File: src/rtl/seq_alu_pkg.sv
// Shared types for the sequential ALU: opcode and controller state encodings.
package seq_alu_pkg;

   localparam int OPCODE_W = 3;

   typedef enum logic [OPCODE_W-1:0] {
      OP_ADD   = 3'd0,
      OP_SUB   = 3'd1,
      OP_AND   = 3'd2,
      OP_OR    = 3'd3,
      OP_XOR   = 3'd4,
      OP_MUL   = 3'd5,
      OP_DIV   = 3'd6,
      OP_CMPEQ = 3'd7
   } opcode_t;

   typedef enum logic [1:0] {
      ST_IDLE = 2'd0,
      ST_ITER = 2'd1,
      ST_DONE = 2'd2
   } state_t;

endpackage

File: src/rtl/seq_alu_muldiv.sv
// Iterative unsigned shift-add multiplier / restoring divider, one bit per cycle,
// sharing a single 2*WIDTH accumulator and iteration counter.
module seq_alu_muldiv #(
   parameter int WIDTH = 8,
   parameter int CNT_W = $clog2(WIDTH+1)
) (
   input  logic             clk,
   input  logic             rst,
   input  logic             start,
   input  logic             is_div,
   input  logic [WIDTH-1:0] a,
   input  logic [WIDTH-1:0] b,
   output logic             busy,
   output logic             done,
   output logic [WIDTH-1:0] res_lo,
   output logic [WIDTH-1:0] res_hi
);

   logic [2*WIDTH-1:0] acc_r;
   logic [2*WIDTH-1:0] acc_next_s;
   logic [WIDTH-1:0]   opb_r;
   logic               div_r;
   logic               busy_r;
   logic [CNT_W-1:0]   cnt_r;
   logic [WIDTH:0]     add_s;
   logic [WIDTH:0]     trial_s;

   // One step: multiplier consumes acc LSB; divider shifts in the next dividend bit
   always_comb begin
      add_s      = {1'b0, acc_r[2*WIDTH-1:WIDTH]} + {1'b0, opb_r};
      trial_s    = acc_r[2*WIDTH-1:WIDTH-1] - {1'b0, opb_r};
      acc_next_s = acc_r;
      if (div_r) begin
         if (trial_s[WIDTH]) begin
            acc_next_s = {acc_r[2*WIDTH-2:0], 1'b0};
         end else begin
            acc_next_s = {trial_s[WIDTH-1:0], acc_r[WIDTH-2:0], 1'b1};
         end
      end else begin
         if (acc_r[0]) begin
            acc_next_s = {add_s, acc_r[WIDTH-1:1]};
         end else begin
            acc_next_s = {1'b0, acc_r[2*WIDTH-1:1]};
         end
      end
   end

   always_ff @(posedge clk or posedge rst) begin
      if (rst) begin
         acc_r  <= '0;
         opb_r  <= '0;
         div_r  <= 1'b0;
         busy_r <= 1'b0;
         cnt_r  <= '0;
      end else if (start) begin
         acc_r  <= {{WIDTH{1'b0}}, a};
         opb_r  <= b;
         div_r  <= is_div;
         busy_r <= 1'b1;
         cnt_r  <= CNT_W'(WIDTH);
      end else if (busy_r) begin
         acc_r  <= acc_next_s;
         cnt_r  <= cnt_r - CNT_W'(1);
         busy_r <= (cnt_r != CNT_W'(1));
      end else begin
         acc_r  <= acc_r;
         busy_r <= 1'b0;
      end
   end

   // The final step's result is handed out combinationally so the owner captures it on the same edge.
   assign busy   = busy_r;
   assign done   = busy_r && (cnt_r == CNT_W'(1));
   assign res_lo = acc_next_s[WIDTH-1:0];
   assign res_hi = acc_next_s[2*WIDTH-1:WIDTH];

endmodule

File: src/rtl/seq_alu.sv
// Multi-cycle ALU with valid/ready handshakes and registered flags.
// Optional signed-overflow flag output enabled by defining SEQ_ALU_OVF_EN.
module seq_alu
   import seq_alu_pkg::*;
#(
   parameter int WIDTH = 8,
   parameter int CNT_W = $clog2(WIDTH+1)
) (
   input  logic                clk,
   input  logic                rst,
   input  logic                in_valid,
   output logic                in_ready,
   input  logic [OPCODE_W-1:0] opcode,
   input  logic [WIDTH-1:0]    a,
   input  logic [WIDTH-1:0]    b,
   output logic                out_valid,
   input  logic                out_ready,
   output logic [WIDTH-1:0]    result_lo,
   output logic [WIDTH-1:0]    result_hi,
   output logic                carry,
   output logic                zero,
   output logic                dbz
`ifdef SEQ_ALU_OVF_EN
   ,
   output logic                ovf
`endif
);

   state_t           state_r, state_next_s;
   opcode_t          op_s;
   logic             load_s, start_s, finish_s;
   logic             in_ready_r, out_valid_r;
   logic [WIDTH:0]   sum_s, diff_s;
   logic [WIDTH-1:0] alu_lo_s, alu_hi_s, cap_lo_s, cap_hi_s;
   logic             alu_c_s, alu_dbz_s, cap_c_s, cap_dbz_s;
   logic [WIDTH-1:0] result_lo_r, result_hi_r;
   logic             carry_r, zero_r, dbz_r;
   logic             mdu_busy, mdu_done;
   logic [WIDTH-1:0] mdu_lo, mdu_hi;

   assign op_s = opcode_t'(opcode);

   seq_alu_muldiv #(.WIDTH(WIDTH), .CNT_W(CNT_W)) u_muldiv (
      .clk    (clk),
      .rst    (rst),
      .start  (start_s),
      .is_div (op_s == OP_DIV),
      .a      (a),
      .b      (b),
      .busy   (mdu_busy),
      .done   (mdu_done),
      .res_lo (mdu_lo),
      .res_hi (mdu_hi)
   );

   always_comb begin
      state_next_s = state_r;
      load_s       = 1'b0;
      start_s      = 1'b0;
      finish_s     = 1'b0;
      case (state_r)
         ST_IDLE: begin
            if (in_valid) begin
               if ((op_s == OP_MUL) || ((op_s == OP_DIV) && (b != '0))) begin
                  start_s      = 1'b1;
                  state_next_s = ST_ITER;
               end else begin
                  load_s       = 1'b1;
                  state_next_s = ST_DONE;
               end
            end else begin
               state_next_s = ST_IDLE;
            end
         end
         ST_ITER: begin
            if (mdu_busy && mdu_done) begin
               finish_s     = 1'b1;
               state_next_s = ST_DONE;
            end else begin
               state_next_s = ST_ITER;
            end
         end
         ST_DONE: begin
            if (out_ready) begin
               state_next_s = ST_IDLE;
            end else begin
               state_next_s = ST_DONE;
            end
         end
         default: state_next_s = ST_IDLE;
      endcase
   end

   always_ff @(posedge clk or posedge rst) begin
      if (rst) begin
         state_r     <= ST_IDLE;
         in_ready_r  <= 1'b1;
         out_valid_r <= 1'b0;
      end else begin
         state_r     <= state_next_s;
         in_ready_r  <= (state_next_s == ST_IDLE);
         out_valid_r <= (state_next_s == ST_DONE);
      end
   end

   // Single-cycle results; DIV here only covers the divide-by-zero case.
   always_comb begin
      sum_s     = {1'b0, a} + {1'b0, b};
      diff_s    = {1'b0, a} - {1'b0, b};
      alu_lo_s  = '0;
      alu_hi_s  = '0;
      alu_c_s   = 1'b0;
      alu_dbz_s = 1'b0;
      case (op_s)
         OP_ADD: begin
            alu_lo_s = sum_s[WIDTH-1:0];
            alu_c_s  = sum_s[WIDTH];
         end
         OP_SUB: begin
            alu_lo_s = diff_s[WIDTH-1:0];
            alu_c_s  = diff_s[WIDTH];
         end
         OP_AND:   alu_lo_s = a & b;
         OP_OR:    alu_lo_s = a | b;
         OP_XOR:   alu_lo_s = a ^ b;
         OP_CMPEQ: alu_lo_s = {{(WIDTH-1){1'b0}}, (a == b)};
         OP_DIV: begin
            alu_hi_s  = a;
            alu_dbz_s = 1'b1;
         end
         OP_MUL:   alu_lo_s = '0;
         default:  alu_lo_s = '0;
      endcase
   end

   always_comb begin
      cap_lo_s  = alu_lo_s;
      cap_hi_s  = alu_hi_s;
      cap_c_s   = alu_c_s;
      cap_dbz_s = alu_dbz_s;
      if (finish_s) begin
         cap_lo_s  = mdu_lo;
         cap_hi_s  = mdu_hi;
         cap_c_s   = 1'b0;
         cap_dbz_s = 1'b0;
      end else begin
         cap_lo_s  = alu_lo_s;
         cap_hi_s  = alu_hi_s;
      end
   end

   always_ff @(posedge clk or posedge rst) begin
      if (rst) begin
         result_lo_r <= '0;
         result_hi_r <= '0;
         carry_r     <= 1'b0;
         zero_r      <= 1'b0;
         dbz_r       <= 1'b0;
      end else if (load_s || finish_s) begin
         result_lo_r <= cap_lo_s;
         result_hi_r <= cap_hi_s;
         carry_r     <= cap_c_s;
         zero_r      <= ({cap_hi_s, cap_lo_s} == '0);
         dbz_r       <= cap_dbz_s;
      end else begin
         result_lo_r <= result_lo_r;
      end
   end

`ifdef SEQ_ALU_OVF_EN
   logic alu_ovf_s;
   logic ovf_r;

   always_comb begin
      alu_ovf_s = 1'b0;
      case (op_s)
         OP_ADD:  alu_ovf_s = (a[WIDTH-1] == b[WIDTH-1]) && (sum_s[WIDTH-1] != a[WIDTH-1]);
         OP_SUB:  alu_ovf_s = (a[WIDTH-1] != b[WIDTH-1]) && (diff_s[WIDTH-1] != a[WIDTH-1]);
         default: alu_ovf_s = 1'b0;
      endcase
   end

   always_ff @(posedge clk or posedge rst) begin
      if (rst) begin
         ovf_r <= 1'b0;
      end else if (load_s) begin
         ovf_r <= alu_ovf_s;
      end else if (finish_s) begin
         ovf_r <= 1'b0;
      end else begin
         ovf_r <= ovf_r;
      end
   end

   assign ovf = ovf_r;
`endif

   assign in_ready  = in_ready_r;
   assign out_valid = out_valid_r;
   assign result_lo = result_lo_r;
   assign result_hi = result_hi_r;
   assign carry     = carry_r;
   assign zero      = zero_r;
   assign dbz       = dbz_r;

endmodule
File: config.mk
export PLATFORM = sky130hd
export DESIGN_NAME = seq_alu
export DESIGN_NICKNAME = d
export VERILOG_FILES = /design/src/rtl/seq_alu_pkg.sv /design/src/rtl/seq_alu_muldiv.sv /design/src/rtl/seq_alu.sv
export SDC_FILE = /design/constraint.sdc
export NUM_CORES = 1
export LEC_CHECK = 0
export ABC_CLOCK_PERIOD_IN_PS = 3500
export CELL_PAD_IN_SITES_DETAIL_PLACEMENT = 1
export CELL_PAD_IN_SITES_GLOBAL_PLACEMENT = 2
export CORE_UTILIZATION = 33
export CTS_BUF_LIST = sky130_fd_sc_hd__clkbuf_4 sky130_fd_sc_hd__clkbuf_8
export CTS_CLUSTER_SIZE = 16
export DETAILED_ROUTE_END_ITERATION = 6
export GPL_TIMING_DRIVEN = 0
export PLACE_DENSITY_LB_ADDON = 0.25
export RECOVER_POWER = 100
export SLEW_MARGIN = 10
export SYNTH_ARGS = -nofsm -noshare
export SYNTH_HDL_FRONTEND = slang
export SYNTH_HIERARCHICAL = 1
export SYNTH_SLANG_ARGS = --single-unit
File: constraint.sdc
create_clock -name clk -period 3.5 [get_ports clk]
set_input_delay 0.35 -clock clk [delete_from_list [all_inputs] [get_ports clk]]
set_output_delay 0.35 -clock clk [all_outputs]
set_load 0.01 [all_outputs]
==> key figures <==
Pwr
  • Share of power burned in registers: 21.0%
  • Clk pwr share: 8.3%
  • Leak: 2.48 nW
  • Power Density: 956 nW/um^2
  • Int Power: 2.77 mW
  • Switch share: 50.0%
  • Comb pwr share: 70.7%
  • Worst vdd ir: 0.460 mV
  • Psw: 2.78 mW

Final layout
  • Fillers: 1712
  • # diodes: 0
  • Post-Route Utilization: 41.5%
  • Layout cell share with drive strength beyond 1: 11.9%
  • Area Overhead vs Synth: 21.4%
  • Nets: 716

CTS
  • H-tree depth: 2
  • Total CTS buffers: 5
  • CTS Hold Buffers Added: 0
  • Clk pin slew, worst setup/hold paths: 100 ps
  • CTS tree: yes
  • Worst skew pair latency: 330 ps
  • Clock sink count: 53
  • Root buffer cell: clkbuf_8
  • Clock buffer depth: 2

Logic synthesis
  • Top FF cell, synth: dfrtp_1
  • Top-area cell type share of the netlist area: 27.2%
  • Post-synthesis cell type count: 75
  • Cell area after synthesis: 4780 sq um
  • Post-synthesis register bit count: 53
  • Synth Net Count: 659
  • Post-synth EDFFs: 0
  • Post-synth top cells: nand2_1, nor2_1, dfrtp_1
  • Largest cells by area after synthesis: dfrtp_1, ha_1, o21ai_0, nand2_1, a21oi_1
  • Syn. warnings: 6
  • Count leader, synth: nand2_1
  • Average cell area after synthesis: 8.11 sq um
  • Yosys top cell by area: dfrtp_1
  • Synth Instances: 590
  • Async SR Flop Fraction: 100%
  • Sequential area share after synthesis: 27.8%

Route
  • Drt pass-1 iters: 4
  • WL per Instance: 21.2 um
  • Post-DRT Antenna Nets: 0
  • DRT Wirelength: 17.6 mm
  • Number of remaining DRC errors: 0
  • Initial DRC Count: 263
  • Routed vias: 4748
  • Vias per std cell: 5.73

Floorplanning
  • Ports: 44
  • Starting Density: 34.2%
  • Row count: 43
  • Core footprint: 14000 sq um
  • DIE HEIGHT: 122 um
  • Die area: 15000 sq um
  • DIE WIDTH: 122 um

Hold path
  • Worst Hold Class: flip-flop to flip-flop
  • Hold path depth: 1
  • Hold_sp: result_lo[1]
  • Hold EP: result_lo[1]

Timing
  • Tightest Pin Transition: 1270 ps
  • FMAX: 0.279 GHz
  • Skew final: 9.33 ps
  • Final Max Slew Viols: 0
  • Hold slack: 495 ps
  • Slew HR: 15.0%
  • Final setup viols: 1
  • Final Hold Vio Count: 0
  • Final period utilization: 102%
  • Final setup margin: -82.7 ps
  • RSZ-0062 raised after global routing: true
  • Fin crit period: 3580 ps

Global routing
  • Total grt overflow: 0
  • Initial antenna violation count: 0
  • Gr usage total: 24.7%
  • Vias in the first global route: 4843
  • Largest net degree at the start of global routing: 31
  • First-pass GRT wire length: 27.9 mm

Critical path
  • Startpoint types: flip-flop
  • Critical Path AT: 3850 ps
  • Reg2reg setup slack: -80 ps
  • Worst-path fanout max: 6
  • Critical Path RT: 3770 ps
  • Crit path kind: flip-flop to flip-flop
  • R2R depth: 16
  • RR Endpoint: zero
  • CP endpoint kind: flip-flop
  • Worst r2r src: u_muldiv/acc_r[7]

Placed design
  • HPWL after detailed placement: 13.7 mm
  • Routability-driven placement congestion ratio: 0.861
  • IO buf count: 42

Flow run
  • Max cap viols: 0

Status
  • Failing checks: negative setup slack
  • Status: finished, violations left
[metal layers]
metal / share of wire, % / wire [um] / GRT usage [%] / vias up
met1: 49 / 8570 / 35.3 / 2392
met5: 0 / 0 / 0 / -
met3: 5.2 / 908 / 4.37 / 19
met4: 1.1 / 201 / 4.80 / 0
li1: - / - / - / 2226
met2: 45 / 7900 / 38.9 / 111
[registers in the layout (all words and copies together), names as in the netlist]
name and cells:
carry 1, dbz 1, in_ready 1, out_valid 1
result_hi 8, result_lo 8, state_r 2, u_muldiv/acc_r 16
u_muldiv/busy 1, u_muldiv/cnt_r 4, u_muldiv/div_r 1, u_muldiv/opb_r 8
zero 1
[stage by stage]
step	std cells	power, mW	instance area [sq um]	worst slack (ps)	setup TNS, ps
after global routing	828	5.94	5800	-351	-351
after global placement	812	4.30	5430	-622	-622
after detailed placement	812	4.41	5430	-653	-653
after CTS	828	5.54	5800	-92.1	-92.1
final	828	5.55	5800	-82.7	-82.7
after floorplan	590	3.36	4780	125	0
[cells in the final DEF (no fill, tap or decap), drive strengths merged, types with 4 or more instances in the layout]
cell,synthesis,routed
mux2i,15,15
fa,4,4
o22ai,5,5
nand3,9,9
a21o,6,6
a211oi,11,11
and2,5,5
o41ai,4,4
o31ai,5,5
dlygate4sd3,0,24
nor4,8,8
clkdlybuf4s50,0,18
o21ai,50,50
or3,6,6
nand2,59,59
xor2,6,6
a31oi,8,8
a2111oi,4,4
nor2b,7,7
o211ai,6,6
xnor2,8,8
ha,42,42
nor3,16,16
mux2,9,9
o21a,4,4
dfrtp,52,52
nand2b,13,13
inv,42,42
clkbuf,19,28
buf,11,17
nor2,57,57
a21oi,44,44
and3,9,9
[worst max-delay path by stage]
stage | from | end | slack (ps) | cells after the start
3_5_place_dp | u_muldiv/acc_r[7] | zero | -650 | 16
3_3_place_gp | u_muldiv/acc_r[7] | zero | -620 | 16
5_1_grt | u_muldiv/acc_r[7] | zero | -350 | 16
4_1_cts | u_muldiv/acc_r[7] | zero | -90 | 16
2_1_floorplan | u_muldiv/acc_r[7] | zero | 120 | 17
6_report | u_muldiv/acc_r[7] | zero | -80 | 16
[repair_timing]
item | CTS | global route
pin swaps | 15 | 1
cloned | 0 | 0
gates resized for setup | 40 | 1
setup endpoints to repair | 1 | 1
hold endpoints to repair | 0 | 0
setup buffers | 9 | 0
[layout make-up]
class	count	area [sq um]	area share, %
plain buffers	29	134	2.31
clock buffers	7	90.1	1.55
clock inverters	1	30.0	0.517
inverters	43	161	2.78
multi-input cells	464	3350	57.7
flip-flops and latches	53	1330	22.9
well taps	180	225	3.88
repair buffers	51	488	8.41
[critical path, stage by stage (launching register included)]
cell,delay [ps]
dfrtp_1,410
inv_2,80
ha_4,140
inv_2,40
fa_2,390
a211oi_4,290
nor3_2,80
mux2_4,360
nand2_8,120
mux2i_4,260
a21oi_2,100
nor4_2,330
a21oi_1,110
a31oi_1,220
nand3_1,160
a2111oi_4,220
a32o_1,200
[power groups by stage]
stage               Sequential (mW)  Combinational [mW]  Clock (mW)
floorplan                      1.12                2.24           0
global placement               1.15                3.15           0
detailed placement             1.17                3.25           0
CTS                            1.17                3.90       0.472
global route                   1.20                4.25       0.494
finish                         1.17                3.92       0.461
[cell families after synthesis]
family	share of synthesized area (%)
AO/OA/AOI/OAI	24.5
XOR/XNOR	2.56
adder cells (fa/ha/maj)	12.7
buffers and inverters	6.44
flip-flops	27.8
multiplexers	5.34
AND/OR/NAND/NOR	20.7
Power figures use the tool's default switching activity.
==> edit: new RTL, same flow settings <==
`WIDTH` is set to 8 in 2 places; all go to 16.
--- a/src/rtl/seq_alu_muldiv.sv
+++ b/src/rtl/seq_alu_muldiv.sv
@@ -1,7 +1,7 @@
 // Iterative unsigned shift-add multiplier / restoring divider, one bit per cycle,
 // sharing a single 2*WIDTH accumulator and iteration counter.
 module seq_alu_muldiv #(
-   parameter int WIDTH = 8,
+   parameter int WIDTH = 16,
    parameter int CNT_W = $clog2(WIDTH+1)
 ) (
    input  logic             clk,
--- a/src/rtl/seq_alu.sv
+++ b/src/rtl/seq_alu.sv
@@ -3,7 +3,7 @@
 module seq_alu
    import seq_alu_pkg::*;
 #(
-   parameter int WIDTH = 8,
+   parameter int WIDTH = 16,
    parameter int CNT_W = $clog2(WIDTH+1)
 ) (
    input  logic                clk,
Interface: changed (resized a, b, result_hi and result_lo); port bits go from 44 to 76. The function was not compared with the original's and may differ.
==> edit against the original RTL <==
The flow finishes with violations (capacitance limit, slew limit, setup timing); synthesized area grew 96%; count of clock-buffer cells in the layout grew 2; largest cell class unchanged; critical path depth grew 3; cell count grew 100%; critical endpoint unchanged; sequential power grew 76%; utilization shrank 1.1 points; largest power group unchanged; combinational power grew 110%; power grew 97%; sequential cell count grew 41; final area grew 94%; non-clock buffer count grew 80; setup slack lost 1.0 ns; critical path type unchanged; routed wire length grew 140%.
==> edit: results (changes against the original RTL) <==
[cts]
clock_latency_ns=0.41  ; was 0.33 ns
htreeDepth=3  ; was 2

[synthesis]
synth_area_per_cell_um2=7.940  ; was 8.105 µm²
synth_area_leaders=dfrtp_1 25%, ha_1 11%, o21ai_0 6.6%  ; was dfrtp_1 27%, ha_1 11%, o21ai_0 5.2%
synth_cell_types=90  ; was 75
synth.top_cells.by_count=124 x nand2_1, 123 x o21ai_0, 93 x dfrtp_1, 93 x nor2_1, 86 x inv_1  ; was 59 x nand2_1, 56 x nor2_1, 52 x dfrtp_1, 50 x o21ai_0, 43 x a21oi_1
ys_seq_area_share_pct=25.06  ; was 27.76%

[worst_setup_path]
r2r_cells=19  ; was 16
slowest_stage=or4_4  ; was dfrtp_1
max_stage_delay_ns=0.51  ; was 0.41 ns
r2r_start=u_muldiv/acc_r[15]  ; was u_muldiv/acc_r[7]

[drt]
wl_met3_um=2239  ; was 908 µm
wl_met2_um=18530  ; was 7901 µm
vias_per_cell=5.934  ; was 5.734
drt-initial-drc-count=899  ; was 263
drt-wirelength-per-cell_um=24.74  ; was 21.23 µm
m1WireLength_um=19750  ; was 8567 µm

[job]
maxCapViolCount=1  ; was 0

[placement]
io_buffers=74  ; was 42
pre_cts_slack_ns=-1.567  ; was -0.6535 ns
place_inst=1637  ; was 812
gp_congestion=0.9109  ; was 0.8607

[outcome]
violations=capacitance limit, slew limit, setup timing  ; was setup timing
outcome=finished, violations left  ; unchanged

[layout]
fillers=3382  ; was 1712
largest_reg_flops=32  ; was 16

[sta]
setup_viol=1  ; unchanged
setup_tns_ns=-1.114  ; was -0.08272 ns
max-slew-margin-rel_pct=-7.146  ; was 14.96%
finClkSkew_ns=0.01527  ; was 0.009333 ns
finalMaxSlewViolations=56  ; was 0
worst_slack_ns=-1.114  ; was -0.08272 ns
fin_worst_hold_slack_ns=0.4288  ; was 0.4955 ns

[grt]
grt_antenna_before_repair=1  ; was 0
grt_start_max_net_pins=56  ; was 31
grt_pass1_vias=9877  ; was 4843
met2_usage_pct=45.09  ; was 38.94%
grt_use_total_pct=28.85  ; was 24.71%
grt_util_met1_pct=42.05  ; was 35.28%
grt_pass1_wl_um=62470  ; was 27880 µm

[min_path]
hold_start=a[5]  ; was result_lo[1]
hold_end=u_muldiv/acc_r[5]  ; was result_lo[1]

[power]
switchingPower_mw=5.883  ; was 2.776 mW
ir_drop_uv=414.2  ; was 459.9 µV

[edit: cells by family after synthesis]
group                    after synthesis  share of synthesized area [%]
AO/OA/AOI/OAI                        370                          26.64
XOR/XNOR                              24                          2.238
adder cells (fa/ha/maj)               89                          12.18
buffers and inverters                153                          6.501
flip-flops                            94                          25.06
multiplexers                          65                          7.180
AND/OR/NAND/NOR                      388                          20.21
[edit: worst max-delay path by stage]
stage | endpoint | slack, ns | start
6_report | zero | -1.11 | u_muldiv/acc_r[15]
5_1_grt | zero | -1.28 | u_muldiv/acc_r[15]
4_1_cts | zero | -1.22 | u_muldiv/acc_r[15]
3_5_place_dp | zero | -1.57 | u_muldiv/acc_r[15]
3_3_place_gp | zero | -1.52 | u_muldiv/acc_r[15]
2_1_floorplan | zero | -0.53 | u_muldiv/acc_r[15]
[edit: area by class of cell]
type,count,share of cell area [%]
multi-input combinational,936,59.55
sequential,94,20.90
tap,378,4.200
timing repair buffer,95,8.023
clock inverter,7,0.6890
buffer,65,2.656
inverter,86,2.878
clock buffer,9,1.100
